[config.mk]
export PLATFORM = sky130hd
export DESIGN_NAME = fpusqr_alt_wb_queue
export DESIGN_NICKNAME = d
export VERILOG_FILES = /design/src/rtl/fpusqr_alt_wb_queue.sv
export SDC_FILE = /design/constraint.sdc
export NUM_CORES = 1
export LEC_CHECK = 0
export ABC_AREA = 1
export CAP_MARGIN = 20
export CORE_MARGIN = 2
export CORE_UTILIZATION = 40
export CTS_CLUSTER_DIAMETER = 80
export DETAILED_ROUTE_END_ITERATION = 10
export PLACE_DENSITY = 0.7
export SYNTH_ARGS = -nofsm -noshare
export SYNTH_HDL_FRONTEND = slang
export SYNTH_SLANG_ARGS = --single-unit
[constraint.sdc]
create_clock -name clk -period 8.7 [get_ports clk]
set_clock_uncertainty 0.2 [all_clocks]
set_input_delay 1.74 -clock clk [delete_from_list [all_inputs] [get_ports clk]]
set_output_delay 1.74 -clock clk [all_outputs]
set_load 0.01 [all_outputs]
[src/rtl/fpusqr_alt_wb_queue.sv]
// Result buffer between the FP sqrt/divide unit and the register-file alternate write port.
// Entries drain in FIFO order whenever main writeback leaves the port free.
module fpusqr_alt_wb_queue #(
  parameter int DEPTH  = 4,
  parameter int DATA_W = 84,
  parameter int II_W   = 10,
  parameter int REG_W  = 9
) (
  input  logic                       clk,
  input  logic                       rst,
  input  logic                       except,
  input  logic [3:0]                 in_en,
  input  logic [II_W-1:0]            in_II,
  input  logic [12:0]                in_op,
  input  logic [REG_W-1:0]           in_reg,
  input  logic [DATA_W-1:0]          in_data,
  input  logic                       wb_busy,
  output logic [3:0]                 out_en,
  output logic [II_W-1:0]            out_II,
  output logic [12:0]                out_op,
  output logic [REG_W-1:0]           out_reg,
  output logic [DATA_W-1:0]          out_data,
  output logic [3:0]                 out_alten,
  output logic [3:0]                 pause,
  output logic [$clog2(DEPTH):0]     count,
  output logic                       overflow_err
);

  localparam int AW    = $clog2(DEPTH);
  localparam int CW    = AW + 1;
  localparam int ENT_W = 4 + II_W + 13 + REG_W + DATA_W;

  logic [ENT_W-1:0]  mem_q [DEPTH];
  logic [ENT_W-1:0]  mem_d [DEPTH];
  logic [AW-1:0]     wr_ptr_q, wr_ptr_d;
  logic [AW-1:0]     rd_ptr_q, rd_ptr_d;
  logic [CW-1:0]     count_q, count_d;
  logic [3:0]        out_en_q, out_en_d;
  logic [II_W-1:0]   out_ii_q, out_ii_d;
  logic [12:0]       out_op_q, out_op_d;
  logic [REG_W-1:0]  out_reg_q, out_reg_d;
  logic [DATA_W-1:0] out_data_q, out_data_d;
  logic [3:0]        pause_q, pause_d;
  logic              ovf_q, ovf_d;

  logic              full, empty, push_req, push, pop;
  logic [3:0]        rd_en;
  logic [II_W-1:0]   rd_ii;
  logic [12:0]       rd_op;
  logic [REG_W-1:0]  rd_reg;
  logic [DATA_W-1:0] rd_data;

  assign full     = (count_q == CW'(DEPTH));
  assign empty    = (count_q == '0);
  assign push_req = (|in_en) & ~except;
  assign pop      = ~empty & ~wb_busy & ~except;
  // At full, a simultaneous pop frees the slot the push lands in; the read sees the old entry.
  assign push     = push_req & (~full | pop);

  assign {rd_en, rd_ii, rd_op, rd_reg, rd_data} = mem_q[rd_ptr_q];

  always_comb begin
    mem_d      = mem_q;
    wr_ptr_d   = wr_ptr_q;
    rd_ptr_d   = rd_ptr_q;
    count_d    = count_q;
    out_en_d   = 4'h0;
    out_ii_d   = out_ii_q;
    out_op_d   = out_op_q;
    out_reg_d  = out_reg_q;
    out_data_d = out_data_q;
    ovf_d      = ovf_q | (push_req & full & ~pop);

    if (push) begin
      mem_d[wr_ptr_q] = {in_en, in_II, in_op, in_reg, in_data};
      wr_ptr_d        = wr_ptr_q + AW'(1);
    end

    if (pop) begin
      rd_ptr_d   = rd_ptr_q + AW'(1);
      out_en_d   = rd_en;
      out_ii_d   = rd_ii;
      out_op_d   = rd_op;
      out_reg_d  = rd_reg;
      out_data_d = rd_data;
    end

    case ({push, pop})
      2'b10:   count_d = count_q + CW'(1);
      2'b01:   count_d = count_q - CW'(1);
      default: count_d = count_q;
    endcase

    if (except) begin
      wr_ptr_d = '0;
      rd_ptr_d = '0;
      count_d  = '0;
    end

    // Stall one entry early so a result already in flight still has a slot.
    pause_d = (count_d >= CW'(DEPTH - 1)) ? 4'hF : 4'h0;
  end

  always_ff @(posedge clk) begin
    if (rst) begin
      wr_ptr_q   <= '0;
      rd_ptr_q   <= '0;
      count_q    <= '0;
      out_en_q   <= '0;
      out_ii_q   <= '0;
      out_op_q   <= '0;
      out_reg_q  <= '0;
      out_data_q <= '0;
      pause_q    <= '0;
      ovf_q      <= 1'b0;
    end else begin
      wr_ptr_q   <= wr_ptr_d;
      rd_ptr_q   <= rd_ptr_d;
      count_q    <= count_d;
      out_en_q   <= out_en_d;
      out_ii_q   <= out_ii_d;
      out_op_q   <= out_op_d;
      out_reg_q  <= out_reg_d;
      out_data_q <= out_data_d;
      pause_q    <= pause_d;
      ovf_q      <= ovf_d;
    end
  end

  always_ff @(posedge clk) begin
    mem_q <= mem_d;
  end

  assign out_en       = out_en_q;
  assign out_alten    = out_en_q;
  assign out_II       = out_ii_q;
  assign out_op       = out_op_q;
  assign out_reg      = out_reg_q;
  assign out_data     = out_data_q;
  assign pause        = pause_q;
  assign count        = count_q;
  assign overflow_err = ovf_q;

endmodule

==> flow_summary.html, run 1 <==
<table>
<tr><th>Metric</th><th>Value</th></tr>
<tr><th colspan="2">Logic synthesis</th></tr>
<tr><td>Fraction of synthesized cell area taken by the top area cell type</td><td>0.644</td></tr>
<tr><td>Biggest area contributors in the synthesized netlist</td><td>sky130_fd_sc_hd__edfxtp_1 (64%), sky130_fd_sc_hd__dfxtp_1 (12%), sky130_fd_sc_hd__nor2_1 (8.3%), sky130_fd_sc_hd__o21ai_0 (6.3%), sky130_fd_sc_hd__a31oi_1 (3.3%)</td></tr>
<tr><td>Post-synthesis cell type with the largest combined area</td><td>sky130_fd_sc_hd__edfxtp_1</td></tr>
<tr><td>Warnings from Yosys</td><td>0</td></tr>
<tr><td>Post-Synthesis Cells</td><td>1763</td></tr>
<tr><td>Net count after synthesis</td><td>1892</td></tr>
<tr><td>Synth Register Bits</td><td>609</td></tr>
<tr><td>Post-synthesis instance area</td><td>22400 um2</td></tr>
<tr><td>Sequential area share after synthesis</td><td>0.759</td></tr>
<tr><td>Mapped Avg Cell Area</td><td>12.7 um2</td></tr>
<tr><td>Count of cell types in the netlist</td><td>24</td></tr>
<tr><th colspan="2">Cells and area</th></tr>
<tr><td>Top reg by flops</td><td>mem_q</td></tr>
<tr><td>Post-synthesis to final-layout area growth</td><td>22.1%</td></tr>
<tr><td>Final core area utilization</td><td>0.495</td></tr>
<tr><td>Number of antenna cells inserted</td><td>0</td></tr>
<tr><td>Share of layout cells above drive strength 1</td><td>0.0595</td></tr>
<tr><td>Area of combinational cells with multiple inputs</td><td>4660 um2</td></tr>
<tr><td>Sequential Area</td><td>17000 um2</td></tr>
<tr><td>Net count, final</td><td>2097</td></tr>
<tr><td>Fill cell total of the finished layout</td><td>4623</td></tr>
<tr><td>Max reg flops</td><td>480</td></tr>
<tr><th colspan="2">Global route</th></tr>
<tr><td>First-pass GRT wire length</td><td>80.3 mm</td></tr>
<tr><td>Pin count of the biggest net entering global routing</td><td>242</td></tr>
<tr><td>Initial antenna violation count</td><td>4</td></tr>
<tr><td>GRT overflow</td><td>0</td></tr>
<tr><td>Tot GR Track Use</td><td>0.182</td></tr>
<tr><td>Number of global-route vias before repair</td><td>13900</td></tr>
<tr><th colspan="2">Timing</th></tr>
<tr><td>RSZ-0062 raised after global routing</td><td>false</td></tr>
<tr><td>Min Hold Slack</td><td>332 ps</td></tr>
<tr><td>Highest Clock Rate</td><td>212 MHz</td></tr>
<tr><td>Number of max-slew violations in the final report</td><td>0</td></tr>
<tr><td>Count of endpoints failing setup in the final report</td><td>0</td></tr>
<tr><td>TNS Setup</td><td>0 ps</td></tr>
<tr><td>Part of the cycle the worst path needs</td><td>0.542</td></tr>
<tr><td>Clock period minus worst slack</td><td>4720 ps</td></tr>
<tr><td>Hold Violations, Final</td><td>0</td></tr>
<tr><td>Measured slew at the worst slew-check pin</td><td>1380 ps</td></tr>
<tr><td>Rel. slew slack</td><td>0.0825</td></tr>
<tr><th colspan="2">Drt</th></tr>
<tr><td>Mean routed wirelength per cell</td><td>19.4 um</td></tr>
<tr><td>Number of nets still failing antenna checks after routing</td><td>0</td></tr>
<tr><td>Detailed-router iteration count before antenna repair</td><td>5</td></tr>
<tr><td>Via count</td><td>14200</td></tr>
<tr><td>Detail-routed via count per cell</td><td>5.13</td></tr>
<tr><td>Number of violations reported at the end of detailed-routing iteration 0</td><td>1188</td></tr>
<tr><td>DRC errors left</td><td>0</td></tr>
<tr><td>Total wirelength of the detailed-routed design</td><td>53.7 mm</td></tr>
<tr><th colspan="2">Outcome</th></tr>
<tr><td>Status</td><td>completed</td></tr>
<tr><th colspan="2">Floorplanning</th></tr>
<tr><td>Count of standard-cell rows</td><td>86</td></tr>
<tr><td>Die height</td><td>241 um</td></tr>
<tr><td>I/O pin cnt</td><td>256</td></tr>
<tr><td>Horizontal die dimension</td><td>241 um</td></tr>
<tr><td>Die outline area</td><td>57900 um2</td></tr>
<tr><td>Initial Util</td><td>0.406</td></tr>
<tr><td>Standard cell core area</td><td>55200 um2</td></tr>
<tr><th colspan="2">Clock network</th></tr>
<tr><td>Insertion delay of the later-clocked pin in the worst-skew pair</td><td>610 ps</td></tr>
<tr><td>Level count of the clock H-tree</td><td>2</td></tr>
<tr><td>Clock root buffer master</td><td>sky130_fd_sc_hd__clkbuf_16</td></tr>
<tr><td>Post_cts resized</td><td>0</td></tr>
<tr><td>Deepest clock path buffer count</td><td>3</td></tr>
<tr><td>Number of clock sinks</td><td>609</td></tr>
<tr><td>Number of hold buffers added after cts</td><td>0</td></tr>
<tr><td>Clock-pin slew on the worst setup and hold paths</td><td>60 ps</td></tr>
<tr><td>TritonCTS clock tree</td><td>yes</td></tr>
<tr><td>Count of buffers added by post-CTS timing repair for setup</td><td>0</td></tr>
<tr><td>CTS Buf Count</td><td>60</td></tr>
<tr><th colspan="2">Place</th></tr>
<tr><td>Input/output buffers</td><td>255</td></tr>
<tr><td>Routability Congestion</td><td>0.747</td></tr>
<tr><td>Post-DP HPWL</td><td>29.1 mm</td></tr>
<tr><th colspan="2">Job</th></tr>
<tr><td>Max-cap violations</td><td>0</td></tr>
<tr><th colspan="2">Critical path</th></tr>
<tr><td>Worst path required time</td><td>8730 ps</td></tr>
<tr><td>Critical-path maximum fanout</td><td>57</td></tr>
<tr><td>Worst setup path category</td><td>input port to flop</td></tr>
<tr><td>Slowest stage delay, CP</td><td>840 ps</td></tr>
<tr><td>Arr. time, crit path</td><td>4750 ps</td></tr>
<tr><td>CP max-delay cell</td><td>sky130_fd_sc_hd__buf_4</td></tr>
<tr><td>Critical Path Sink Type</td><td>flop</td></tr>
<tr><td>Worst-path cell chain</td><td>clkdlybuf4s50_1 &gt; nor2_1 &gt; a21oi_1 &gt; o21ai_1 &gt; nor2_4 &gt; buf_4</td></tr>
<tr><td>Kind of start point of the critical path</td><td>input port</td></tr>
<tr><th colspan="2">Power and ir drop</th></tr>
<tr><td>Lkg Pwr</td><td>0.00920 uW</td></tr>
<tr><td>Peak supply drop</td><td>0.153 mV</td></tr>
<tr><td>Power density normalized to cell area</td><td>225 nW/um2</td></tr>
<tr><th colspan="2">Min path</th></tr>
<tr><td>Worst hold-check path type</td><td>flop to flop</td></tr>
</table>
-- path summary, 6_finish.rpt --
path / from / endpoint / slack [ps] / cells after the start
min: wr_ptr_q[1] / wr_ptr_q[1] / 330 / 2
min reg2reg: wr_ptr_q[1] / wr_ptr_q[1] / 330 / 2
max reg2reg: count[0] / mem_q[372] / 5600 / 5
max: in_en[3] / mem_q[372] / 3980 / 6
-- through the flow --
stage | instances | cell area (um2) | power (uW) | worst slack (ps)
after floorplan | 1763 | 22400 | 3480 | 660
after global placement | 2653 | 25400 | 3650 | 3400
after detailed placement | 2653 | 25400 | 3660 | 3330
after CTS | 2764 | 27300 | 6190 | 3990
after global routing | 2765 | 27400 | 6340 | 3780
final | 2765 | 27400 | 6140 | 3980
-- kinds of logic after synthesis --
group	after synthesis	synth area share
AOI/OAI and AO/OA	487	0.115
adders and majority gates	5	0.00313
buffers and inverters	143	0.0343
DFF	609	0.759
and+or+nand+nor	519	0.0881
-- critical path, delay by kind of cell --
family,cells,cell delay [ps]
simple gates,2,870
compound gates,2,700
buf+inv,2,1410
-- power by group --
group | leakage, uW | internal (uW) | total (uW) | switching, uW
sequential | 0.00545 | 3240 | 3270 | 35.3
combinational | 0.00278 | 137 | 326 | 189
clock | 0.000962 | 1480 | 2540 | 1060
-- routing by layer --
metal	routed length (um)	track usage
met5	56	0
met4	1110	0.0548
met3	3950	0.0352
met2	25500	0.300
met1	23100	0.247
-- layout make-up --
type | instances | share of cell area
Clock buffer | 83 | 0.0621
Clock inverter | 28 | 0.00933
Inverter | 19 | 0.00316
Multi-Input combinational cell | 1011 | 0.170
Sequential cell | 609 | 0.622
Tap cell | 748 | 0.0342
Timing Repair Buffer | 267 | 0.0992
-- cells in the mapped netlist, drive strengths merged --
library cell and number:
buf 81, edfxtp 480, nor2 496, inv 18
nand2 17, nand3 5, fa 1, dfxtp 129
o21ai 362, clkbuf 43, nor3 1, a31oi 117
clkinv 1, ha 4, a21oi 8
-- cell usage in the layout (no fill, tap or decap) --
| master | count |
|---|---|
| sky130_fd_sc_hd__a21oi_1 | 8 |
| sky130_fd_sc_hd__a31oi_1 | 117 |
| sky130_fd_sc_hd__buf_12 | 4 |
| sky130_fd_sc_hd__buf_16 | 1 |
| sky130_fd_sc_hd__buf_4 | 7 |
| sky130_fd_sc_hd__bufinv_16 | 4 |
| sky130_fd_sc_hd__clkbuf_1 | 13 |
| sky130_fd_sc_hd__clkbuf_16 | 61 |
| sky130_fd_sc_hd__clkbuf_8 | 9 |
| sky130_fd_sc_hd__clkdlybuf4s50_1 | 255 |
| sky130_fd_sc_hd__clkinv_1 | 5 |
| sky130_fd_sc_hd__clkinv_2 | 13 |
| sky130_fd_sc_hd__clkinv_4 | 1 |
| sky130_fd_sc_hd__clkinvlp_4 | 3 |
| sky130_fd_sc_hd__dfxtp_1 | 127 |
| sky130_fd_sc_hd__dfxtp_4 | 2 |
| sky130_fd_sc_hd__edfxtp_1 | 480 |
| sky130_fd_sc_hd__fa_1 | 1 |
| sky130_fd_sc_hd__ha_1 | 4 |
| sky130_fd_sc_hd__inv_1 | 15 |
| sky130_fd_sc_hd__inv_4 | 2 |
| sky130_fd_sc_hd__inv_6 | 3 |
| sky130_fd_sc_hd__inv_8 | 1 |
| sky130_fd_sc_hd__nand2_1 | 15 |
| sky130_fd_sc_hd__nand2_2 | 2 |
| sky130_fd_sc_hd__nand3_1 | 5 |
| sky130_fd_sc_hd__nor2_1 | 489 |
| sky130_fd_sc_hd__nor2_2 | 2 |
| sky130_fd_sc_hd__nor2_4 | 5 |
| sky130_fd_sc_hd__nor3_1 | 1 |
| sky130_fd_sc_hd__o21ai_0 | 281 |
| sky130_fd_sc_hd__o21ai_1 | 81 |
Power figures use the tool's default switching activity.
==> inputs of run 2 (changes only) <==
clock period = 4.5 ns   (was 8.7 ns; I/O delays follow)
==> flow_summary.html, run 2 (synthesis gave the netlist of run 1 again) <==
<table>
<tr><th>Metric</th><th>Value</th></tr>
<tr><th colspan="2">Critical path</th></tr>
<tr><td>Kind of start point of the critical path</td><td>input port (unchanged)</td></tr>
<tr><td>Critical path depth</td><td>6 (unchanged)</td></tr>
<tr><td>Worst reg2reg path endpoint</td><td>out_II[9] (was mem_q[372])</td></tr>
<tr><td>CP max-delay cell</td><td>sky130_fd_sc_hd__clkdlybuf4s50_1 (was sky130_fd_sc_hd__buf_4)</td></tr>
<tr><td>Top cell family by delay on the critical path</td><td>buffers and inverters (unchanged)</td></tr>
<tr><td>Worst-case register-to-register setup slack</td><td>1800 ps (was 5600 ps)</td></tr>
<tr><td>Worst setup path category</td><td>input port to flop (unchanged)</td></tr>
<tr><td>Termination of the worst setup path</td><td>mem_q[162] (was mem_q[372])</td></tr>
<tr><td>Worst path required time</td><td>4530 ps (was 8730 ps)</td></tr>
<tr><td>Critical Path Sink Type</td><td>flop (unchanged)</td></tr>
<tr><td>Number of buffers and inverters on the critical path</td><td>2 (unchanged)</td></tr>
<tr><td>Slowest stage delay, CP</td><td>550 ps (was 840 ps)</td></tr>
<tr><td>Count of cells along the worst register-to-register path</td><td>5 (unchanged)</td></tr>
<tr><td>Worst-path cell chain</td><td>clkdlybuf4s50_1 &gt; nor2_1 &gt; a21oi_1 &gt; o21ai_1 &gt; nor2_4 &gt; buf_12 (was clkdlybuf4s50_1 &gt; nor2_1 &gt; a21oi_1 &gt; o21ai_1 &gt; nor2_4 &gt; buf_4)</td></tr>
<tr><td>Critical-path maximum fanout</td><td>74 (was 57)</td></tr>
<tr><td>CP startpoint</td><td>in_en[3] (unchanged)</td></tr>
<tr><td>Arr. time, crit path</td><td>3050 ps (was 4750 ps)</td></tr>
<tr><td>R2r startpoint</td><td>rd_ptr_q[1] (was count[0])</td></tr>
<tr><th colspan="2">Global route</th></tr>
<tr><td>Initial antenna violation count</td><td>5 (was 4)</td></tr>
<tr><td>Global Route met1 Usage</td><td>0.230 (was 0.247)</td></tr>
<tr><td>Gr busiest metal</td><td>met2 (unchanged)</td></tr>
<tr><td>Number of global-route vias before repair</td><td>13800 (was 13900)</td></tr>
<tr><td>GRT overflow</td><td>0 (unchanged)</td></tr>
<tr><td>Pin count of the biggest net entering global routing</td><td>242 (unchanged)</td></tr>
<tr><td>Met3 Track Usage GR</td><td>0.0324 (was 0.0352)</td></tr>
<tr><td>Fraction of met2 tracks used by global routing</td><td>0.305 (was 0.300)</td></tr>
<tr><td>First-pass GRT wire length</td><td>78.5 mm (was 80.3 mm)</td></tr>
<tr><td>Tot GR Track Use</td><td>0.178 (was 0.182)</td></tr>
<tr><th colspan="2">Power and ir drop</th></tr>
<tr><td>Sequential Power Share</td><td>0.523 (was 0.533)</td></tr>
<tr><td>Switching portion of total power</td><td>0.201 (was 0.210)</td></tr>
<tr><td>Internal Pwr Total</td><td>9670 uW (was 4860 uW)</td></tr>
<tr><td>Share of power burned in combinational logic</td><td>0.052 (was 0.053)</td></tr>
<tr><td>Power density normalized to cell area</td><td>439 nW/um2 (was 225 nW/um2)</td></tr>
<tr><td>Peak supply drop</td><td>0.265 mV (was 0.153 mV)</td></tr>
<tr><td>Net switching component of the power</td><td>2430 uW (was 1290 uW)</td></tr>
<tr><td>Clock network power share</td><td>0.425 (was 0.414)</td></tr>
<tr><td>Lkg Pwr</td><td>0.00928 uW (was 0.00920 uW)</td></tr>
<tr><th colspan="2">Clock network</th></tr>
<tr><td>TritonCTS clock tree</td><td>yes (unchanged)</td></tr>
<tr><td>Number of hold buffers added after cts</td><td>0 (unchanged)</td></tr>
<tr><td>Clock root buffer master</td><td>sky130_fd_sc_hd__clkbuf_16 (unchanged)</td></tr>
<tr><td>Insertion delay of the later-clocked pin in the worst-skew pair</td><td>600 ps (was 610 ps)</td></tr>
<tr><td>CTS Buf Count</td><td>58 (was 60)</td></tr>
<tr><td>Clock-pin slew on the worst setup and hold paths</td><td>60 ps (about the same)</td></tr>
<tr><td>Count of buffers added by post-CTS timing repair for setup</td><td>0 (unchanged)</td></tr>
<tr><td>Deepest clock path buffer count</td><td>3 (unchanged)</td></tr>
<tr><td>Number of clock sinks</td><td>609 (unchanged)</td></tr>
<tr><td>Level count of the clock H-tree</td><td>2 (unchanged)</td></tr>
<tr><td>Post_cts resized</td><td>0 (unchanged)</td></tr>
<tr><th colspan="2">Timing</th></tr>
<tr><td>Highest Clock Rate</td><td>332 MHz</td></tr>
<tr><td>Part of the cycle the worst path needs</td><td>0.670</td></tr>
<tr><td>Clock period minus worst slack</td><td>3010 ps</td></tr>
<tr><td>Count of endpoints failing setup in the final report</td><td>0 (unchanged)</td></tr>
<tr><td>Measured slew at the worst slew-check pin</td><td>1310 ps (was 1380 ps)</td></tr>
<tr><td>Rel. slew slack</td><td>0.128 (was 0.0825)</td></tr>
<tr><td>TNS Setup</td><td>0 ps (unchanged)</td></tr>
<tr><td>Number of max-slew violations in the final report</td><td>0 (unchanged)</td></tr>
<tr><td>Hold Violations, Final</td><td>0 (unchanged)</td></tr>
<tr><td>Worst path setup slack after routing</td><td>1490 ps (was 3980 ps)</td></tr>
<tr><td>RSZ-0062 raised after global routing</td><td>false (unchanged)</td></tr>
<tr><th colspan="2">Drt</th></tr>
<tr><td>Number of nets still failing antenna checks after routing</td><td>0 (unchanged)</td></tr>
<tr><td>Number of violations reported at the end of detailed-routing iteration 0</td><td>1163 (was 1188)</td></tr>
<tr><td>Via count</td><td>14300 (was 14200)</td></tr>
<tr><td>Total wirelength of the detailed-routed design</td><td>52.4 mm (was 53.7 mm)</td></tr>
<tr><td>Detail-routed via count per cell</td><td>5.16 (was 5.13)</td></tr>
<tr><td>Mean routed wirelength per cell</td><td>18.9 um (was 19.4 um)</td></tr>
<tr><td>DRC errors left</td><td>0 (unchanged)</td></tr>
<tr><td>Detailed-router iteration count before antenna repair</td><td>5 (unchanged)</td></tr>
<tr><th colspan="2">Floorplanning</th></tr>
<tr><td>Die height</td><td>241 um (unchanged)</td></tr>
<tr><td>Standard cell core area</td><td>55200 um2 (unchanged)</td></tr>
<tr><td>Die outline area</td><td>57900 um2 (unchanged)</td></tr>
<tr><td>Horizontal die dimension</td><td>241 um (unchanged)</td></tr>
<tr><td>Count of standard-cell rows</td><td>86 (unchanged)</td></tr>
<tr><td>I/O pin cnt</td><td>256 (unchanged)</td></tr>
<tr><td>Initial Util</td><td>0.406 (unchanged)</td></tr>
<tr><th colspan="2">Job</th></tr>
<tr><td>Max-cap violations</td><td>0 (unchanged)</td></tr>
<tr><th colspan="2">Place</th></tr>
<tr><td>Input/output buffers</td><td>255 (unchanged)</td></tr>
<tr><td>Post-DP HPWL</td><td>28.5 mm (was 29.1 mm)</td></tr>
<tr><td>Routability Congestion</td><td>0.741 (was 0.747)</td></tr>
<tr><td>Worst slack at placement</td><td>866 ps (was 3330 ps)</td></tr>
<tr><th colspan="2">Cells and area</th></tr>
<tr><td>Fill cell total of the finished layout</td><td>4638 (was 4623)</td></tr>
<tr><td>Top reg by flops</td><td>mem_q (unchanged)</td></tr>
<tr><td>Max reg flops</td><td>480 (unchanged)</td></tr>
<tr><td>Net count, final</td><td>2102 (was 2097)</td></tr>
<tr><td>Post-synthesis to final-layout area growth</td><td>23.1% (was 22.1%)</td></tr>
<tr><td>Commonest cells after routing, fill and taps aside</td><td>sky130_fd_sc_hd__nor2_1 (489), sky130_fd_sc_hd__edfxtp_1 (480), sky130_fd_sc_hd__o21ai_0 (281) (unchanged)</td></tr>
<tr><td>Share of layout cells above drive strength 1</td><td>0.0593 (was 0.0595)</td></tr>
<tr><td>Most common cell after layout, fill and taps aside</td><td>sky130_fd_sc_hd__nor2_1 (unchanged)</td></tr>
<tr><th colspan="2">Min path</th></tr>
<tr><td>Worst hold-check path type</td><td>flop to flop (unchanged)</td></tr>
<tr><th colspan="2">Outcome</th></tr>
<tr><td>Status</td><td>completed (unchanged)</td></tr>
</table>
## run 2: cell types whose count changed in the layout (fill, tap and decap cells not counted), moves of 2 or more
cell | before | now
sky130_fd_sc_hd__clkbuf_1 | 13 | 20
sky130_fd_sc_hd__clkinv_2 | 13 | 7
sky130_fd_sc_hd__bufinv_16 | 4 | 10
sky130_fd_sc_hd__clkbuf_8 | 9 | 5
sky130_fd_sc_hd__diode_2 | 0 | 2
sky130_fd_sc_hd__buf_12 | 4 | 11
## run 2: cell type report
type	count	area (um2)	area share
antenna	2	5.00	0.000182
clock buffer	86	1670	0.0606
clock inverter	24	374	0.0136
inverter	19	86.3	0.00313
multi-input combinational	1011	4660	0.169
sequential	609	17000	0.617
tap	748	936	0.0340
timing repair buffer	274	2830	0.103
## run 2: worst min path at each step
stage           startpoint           end  slack (ps)  depth (start not counted)
2_1_floorplan  wr_ptr_q[1]   wr_ptr_q[1]         290                          2
3_3_place_gp    mem_q[117]  out_alten[1]         300                          2
3_5_place_dp    mem_q[117]  out_alten[1]         310                          2
4_1_cts         mem_q[117]  out_alten[1]         320                          2
5_1_grt         mem_q[117]  out_alten[1]         340                          2
6_report        mem_q[117]  out_alten[1]         320                          2
## run 2: routing by layer
metal,up-vias,part of all wire
met3,87,0.073
met2,523,0.49
met1,6926,0.41
met4,4,0.022
li1,6755,-
met5,-,0.00052
## run 2: through the flow
step / instances / util / total power (uW) / cell area (um2) / hold slack [ps]
after global placement: 2661 / 0.462 / 7060 / 25500 / 304
after global routing: 2773 / 0.499 / 12500 / 27600 / 340
final: 2773 / 0.499 / 12100 / 27600 / 320
after detailed placement: 2661 / 0.462 / 7080 / 25500 / 306
after floorplan: 1763 / - / 6720 / 22400 / 290
after CTS: 2771 / 0.499 / 12200 / 27600 / 321
## run 2: worst min-delay path, stage by stage, from the launching register on
cell and delay (ps):
sky130_fd_sc_hd__edfxtp_1 310, sky130_fd_sc_hd__o21ai_0 60, sky130_fd_sc_hd__a21oi_1 110
## run 2: power groups by stage
stage / registers [uW] / logic, uW / clock network (uW)
after floorplan: 6460 / 255 / 0
final: 6330 / 632 / 5150
after global routing: 6340 / 696 / 5460
after detailed placement: 6450 / 637 / 0
after global placement: 6440 / 620 / 0
after CTS: 6330 / 641 / 5250
